==> src/rtl/cpu_pkg.sv <==
// Constants shared across the CPU datapath.
// The ALU add path reads the add/sub op encoding from here.
package cpu_pkg;

  localparam logic OP_ADD = 1'b0;
  localparam logic OP_SUB = 1'b1;

endpackage

==> src/rtl/pipelined_adder_if.sv <==
// Operand/result handshake bundle for the pipelined adder.
// The master modport belongs to the producer/consumer; slave is the adder.
interface pipelined_adder_if #(
  parameter int WIDTH = 16
);

  logic             in_valid;
  logic             in_ready;
  logic [WIDTH-1:0] a;
  logic [WIDTH-1:0] b;
  logic             cin;
  logic             sub;
  logic             out_valid;
  logic             out_ready;
  logic [WIDTH-1:0] s;
  logic             cout;
  logic             ovf;

  modport master (
    output in_valid, a, b, cin, sub, out_ready,
    input  in_ready, out_valid, s, cout, ovf
  );

  modport slave (
    input  in_valid, a, b, cin, sub, out_ready,
    output in_ready, out_valid, s, cout, ovf
  );

endinterface

==> src/rtl/pipelined_adder_add_slice.sv <==
// Combinational W-bit slice adder, one per pipeline stage.
// c_msb is the carry into the top bit, needed for signed overflow.
module add_slice #(
  parameter int W = 4
) (
  input  logic [W-1:0] a,
  input  logic [W-1:0] b,
  input  logic         ci,
  output logic [W-1:0] s,
  output logic         co,
  output logic         c_msb
);

  logic [W:0] sum_w;

  always_comb begin
    sum_w = {1'b0, a} + {1'b0, b} + {{W{1'b0}}, ci};
  end

  assign s     = sum_w[W-1:0];
  assign co    = sum_w[W];
  // sum bit = a ^ b ^ carry_in, so the incoming carry falls out directly
  assign c_msb = a[W-1] ^ b[W-1] ^ sum_w[W-1];

endmodule

==> src/rtl/pipelined_adder.sv <==
// WIDTH-bit add/subtract split into CHUNK-bit slices, one slice per stage,
// with the carry registered between stages and a single global advance.
module pipelined_adder
  import cpu_pkg::*;
#(
  parameter int WIDTH = 16,
  parameter int CHUNK = 4
) (
  input  logic               clk,
  input  logic               rst,
  pipelined_adder_if.slave   bus
);

  localparam int STAGES = WIDTH / CHUNK;

  if (WIDTH % CHUNK != 0) begin : g_bad_cfg
    $error("pipelined_adder: WIDTH must be a multiple of CHUNK");
  end

  // Index k of the *_in/*_d/*_q arrays is the slot that adds slice k;
  // *_q[k] is the register written by slot k.
  logic [STAGES-1:0][WIDTH-1:0] acc_in, acc_d, acc_q;
  logic [STAGES-1:0][WIDTH-1:0] b_in, b_d, b_q;
  logic [STAGES-1:0]            c_in, c_d, c_q;
  logic [STAGES-1:0][CHUNK-1:0] sum_w;
  logic [STAGES-1:0]            co_w, cm_w;
  logic                         cm_d, cm_q;
  logic [STAGES:1]              vld_d, vld_q;
  logic [STAGES:0]              vld_pipe;
  logic                         adv;

  assign vld_pipe = {vld_q, bus.in_valid};
  assign adv      = !vld_q[STAGES] || bus.out_ready;

  for (genvar k = 0; k < STAGES; k++) begin : g_slice
    add_slice #(.W(CHUNK)) u_add (
      .a     (acc_in[k][CHUNK-1:0]),
      .b     (b_in[k][CHUNK-1:0]),
      .ci    (c_in[k]),
      .s     (sum_w[k]),
      .co    (co_w[k]),
      .c_msb (cm_w[k])
    );
  end

  // Slot 0 takes the raw operands; subtract is A + ~B + 1.
  always_comb begin
    acc_in    = '0;
    b_in      = '0;
    c_in      = '0;
    acc_in[0] = bus.a;
    b_in[0]   = bus.b ^ {WIDTH{bus.sub == OP_SUB}};
    c_in[0]   = (bus.sub == OP_ADD) ? bus.cin : 1'b1;
    for (int k = 1; k < STAGES; k++) begin
      acc_in[k] = acc_q[k-1];
      b_in[k]   = b_q[k-1];
      c_in[k]   = c_q[k-1];
    end
  end

  // acc rotates right by one slice per stage: the pending A slice leaves the
  // bottom and the finished sum slice enters the top, so after the last
  // stage acc holds the complete result in place.
  always_comb begin
    acc_d = '0;
    b_d   = '0;
    c_d   = '0;
    for (int k = 0; k < STAGES; k++) begin
      acc_d[k] = WIDTH'({sum_w[k], acc_in[k]} >> CHUNK);
      b_d[k]   = b_in[k] >> CHUNK;
      c_d[k]   = co_w[k];
    end
    vld_d = vld_pipe[STAGES-1:0];
    cm_d  = cm_w[STAGES-1];
  end

  always_ff @(posedge clk) begin
    if (rst) begin
      vld_q <= '0;
      acc_q <= '0;
      b_q   <= '0;
      c_q   <= '0;
      cm_q  <= 1'b0;
    end else if (adv) begin
      vld_q <= vld_d;
      acc_q <= acc_d;
      b_q   <= b_d;
      c_q   <= c_d;
      cm_q  <= cm_d;
    end
  end

  assign bus.in_ready  = adv;
  assign bus.out_valid = vld_q[STAGES];
  assign bus.s         = acc_q[STAGES-1];
  assign bus.cout      = c_q[STAGES-1];
  assign bus.ovf       = c_q[STAGES-1] ^ cm_q;

endmodule

==> src/flat_wrapper.sv <==
// flat-port wrapper written by rule: the top's interface ports become plain ports
module pipelined_adder_flat import cpu_pkg::*;
#(
  parameter int WIDTH = 16,
  parameter int CHUNK = 4
)
  (clk, rst, bus_in_valid, bus_a, bus_b, bus_cin, bus_sub, bus_out_ready, bus_in_ready, bus_out_valid, bus_s, bus_cout, bus_ovf);
  pipelined_adder_if #(.WIDTH(WIDTH)) bus_i ();
  input  logic clk;
  input  logic rst;
  input wire logic [$bits(bus_i.in_valid)-1:0] bus_in_valid;
  input wire logic [$bits(bus_i.a)-1:0] bus_a;
  input wire logic [$bits(bus_i.b)-1:0] bus_b;
  input wire logic [$bits(bus_i.cin)-1:0] bus_cin;
  input wire logic [$bits(bus_i.sub)-1:0] bus_sub;
  input wire logic [$bits(bus_i.out_ready)-1:0] bus_out_ready;
  output wire logic [$bits(bus_i.in_ready)-1:0] bus_in_ready;
  output wire logic [$bits(bus_i.out_valid)-1:0] bus_out_valid;
  output wire logic [$bits(bus_i.s)-1:0] bus_s;
  output wire logic [$bits(bus_i.cout)-1:0] bus_cout;
  output wire logic [$bits(bus_i.ovf)-1:0] bus_ovf;
  assign bus_i.in_valid = bus_in_valid;
  assign bus_i.a = bus_a;
  assign bus_i.b = bus_b;
  assign bus_i.cin = bus_cin;
  assign bus_i.sub = bus_sub;
  assign bus_i.out_ready = bus_out_ready;
  assign bus_in_ready = bus_i.in_ready;
  assign bus_out_valid = bus_i.out_valid;
  assign bus_s = bus_i.s;
  assign bus_cout = bus_i.cout;
  assign bus_ovf = bus_i.ovf;
  pipelined_adder #(.WIDTH(WIDTH), .CHUNK(CHUNK)) u_core (.clk(clk), .rst(rst), .bus(bus_i));
endmodule
==> config.mk <==
export PLATFORM = sky130hd
export DESIGN_NAME = pipelined_adder_flat
export DESIGN_NICKNAME = d
export VERILOG_FILES = /design/src/rtl/cpu_pkg.sv /design/src/rtl/pipelined_adder_if.sv /design/src/rtl/pipelined_adder_add_slice.sv /design/src/rtl/pipelined_adder.sv /design/src/flat_wrapper.sv
export SDC_FILE = /design/constraint.sdc
export NUM_CORES = 1
export LEC_CHECK = 0
export ABC_AREA = 1
export CAP_MARGIN = 20
export CORE_ASPECT_RATIO = 0.8
export CORE_UTILIZATION = 57
export CTS_BUF_LIST = sky130_fd_sc_hd__clkbuf_4 sky130_fd_sc_hd__clkbuf_8
export CTS_CLUSTER_SIZE = 12
export DETAILED_ROUTE_END_ITERATION = 10
export PLACE_DENSITY = 0.85
export RECOVER_POWER = 25
export REMOVE_ABC_BUFFERS = 1
export SLEW_MARGIN = 25
export SYNTH_ARGS = -nofsm -noshare
export SYNTH_HDL_FRONTEND = slang
export SYNTH_HIERARCHICAL = 1
export SYNTH_SLANG_ARGS = --single-unit
==> constraint.sdc <==
create_clock -name clk -period 2.6 [get_ports clk]
set_input_delay 0.39 -clock clk [delete_from_list [all_inputs] [get_ports clk]]
set_output_delay 0.39 -clock clk [all_outputs]
set_load 0.005 [all_outputs]
==> impl_metrics.ini <==
[die]
die_area_mm2 = 0.00829
die_x_um = 102
dieHeight_um = 81.6
coreArea_mm2 = 0.00753
start_util_pct = 60.0
fp-row-count = 28
num_io_pins = 58

[critical_path]
r2r-start = u_core/vld_q[4]
worstSetupPathType = register to register
cp-start-kind = register
required_ns = 2.90
cp.arrival_ns = 2.47
path_max_fanout = 92
r2r_cells = 5
regToRegSetupSlack_ns = 0.43
r2r_end = u_core/acc_in[16]
end_kind = register

[cells_and_area]
ff_latch_area_mm2 = 0.00194
fill_cells = 607
n_antenna_cell = 0
drive_above_1_share_pct = 4.41
fin_cells = 740
fin_nets = 688
multi_input_area_mm2 = 0.00225
syn2layout_area_growth_pct = 16.9

[global_routing]
overflow = 0
grt_max_degree = 93
antenna_found_initial = 0
grt_pass1_vias = 3681
grt_pass1_wl_um = 15300
grt.total_usage_pct = 23.5

[clock_network]
cts_resized = 0
post-cts-setup-buffers = 0
clk_latency_ns = 0.37
clock_sinks = 97
cts_root_buf = clkbuf_8
ctsHoldBuffers = 0
cts_inserted_buffers = 9
h-tree-depth = 3
cts_tree = yes
clock_path_buffers = 2
clk_pin_slew_ns = 0.10

[sta]
fin_skew_ns = 0.00781
setup_viol = 0
drv_slew = 0
tns_ns = 0
slew_headroom_pct = 34.1
fmax_ghz = 0.461
hold_viol = 0
finalCritPeriodShare_pct = 83.4
whs_ns = 0.486
period_needed_ns = 2.17
worstMarginPinSlew_ns = 0.989
rsz0062_at_grt = no

[min_path]
worstHoldPathType = register to register
hold_depth = 2
holdPathEnd = u_core/vld_q[4]
min_from = u_core/vld_q[3]

[yosys]
netlist_instances = 591
syn_area_mm2 = 0.00452
yosysWarnings = 6
syn_area_per_cell_um2 = 7.65

[placement]
dp_cells = 724
io_buffers = 57
hpwlAfterDp_um = 5720
place_congestion = 0.831

[drt]
wl_per_cell_um = 12.1
dr_total_vias = 3789
ant_nets = 0
wl_um = 8960
drt_pre_antenna_iters = 4
drtIter0Drc = 195
drc = 0
vias_per_cell = 5.12

[power_and_ir_drop]
ir_worst_vdd_v = 0.000307
cellPowerDensity_mw_per_mm2 = 577
leakage_nw = 2.29

[run_status]
outcome = complete, no violations

[run]
max_cap_violations = 0
==> worst max-delay path by stage <==
| stage | endpoint | startpoint | cells past startpoint |
|---|---|---|---|
| detailed placement | u_core/acc_d[25] | bus_sub | 8 |
| CTS | bus_out_valid | u_core/vld_q[4] | 1 |
| global route | u_core/b_in[50] | u_core/vld_q[4] | 5 |
| floorplan | u_core/acc_d[16] | bus_out_ready | 4 |
| finish | u_core/acc_in[16] | u_core/vld_q[4] | 5 |
| global placement | u_core/acc_d[25] | bus_sub | 8 |
==> flip-flops by register name, indices dropped and copies added, names as in the netlist <==
name           count
u_core/bus.s      16
u_core/b_in       12
u_core/acc_d      36
u_core/b_d        12
u_core/c_q         4
u_core/acc_in     12
u_core/vld_q       4
u_core/cm_q        1
==> through the flow <==
| step | power [mW] | utilization [%] | setup WS, ns | cell area [um2] |
|---|---|---|---|---|
| global placement | 2.15 | 68.0 | 0.303 | 5120 |
| CTS | 3.08 | 70.3 | 0.492 | 5300 |
| floorplan | 1.99 | - | 0.314 | 4360 |
| finish | 3.05 | 70.2 | 0.431 | 5290 |
| global route | 3.21 | 70.2 | 0.280 | 5290 |
| detailed placement | 2.18 | 68.0 | 0.238 | 5120 |
==> layout by cell type (no fill, tap or decap) <==
cell and count:
nor2_1 195, dfxtp_1 97, o21bai_1 83, nand2_1 70, inv_1 43, clkdlybuf4s50_1 38, dlygate4sd3_1 18, nand3b_1 12
ha_1 12, clkbuf_8 9, nand3_1 9, a21oi_1 8, fa_1 8, clkinvlp_4 5, xor2_1 5, o21ai_0 4
xnor2_1 4, buf_4 3, nand3_2 2, clkinv_4 1, inv_6 1, buf_2 1, nand2_2 1, or2_2 1
inv_2 1, nor2_4 1, nand4_1 1, clkbuf_4 1, buf_12 1
==> critical path, stage by stage (launching register included) <==
cell	delay, ns
dfxtp_1	0.70
inv_2	0.09
nor2_4	0.16
clkbuf_4	0.80
nor2_1	0.12
nor2_1	0.19
==> layer usage <==
metal  vias up  global-route usage (%)  routed length (um)
li1       1924                       -                   -
met1      1769                    26.6                3910
met2        83                    43.2                4520
met3        13                    4.77                 390
met4         0                    10.4                 142
met5         -                       0                   0
==> report_power, final <==
| part | internal [mW] | leakage (nW) | total, mW | switching, mW |
|---|---|---|---|---|
| Clock | 0.352 | 0.0741 | 0.905 | 0.554 |
| Sequential | 1.60 | 0.798 | 1.66 | 0.0603 |
| Combinational | 0.247 | 1.42 | 0.489 | 0.242 |
| Total | 2.19 | 2.29 | 3.05 | 0.856 |
==> cell type report <==
class	count	share of cell area (%)
clock buffer	9	2.34
clock inverter	7	1.04
inverter	44	3.12
multi-input combinational	416	42.6
sequential	97	36.7
tap	105	2.49
timing repair buffer	62	11.6
Note: power is estimated with default switching activity, not from simulation.
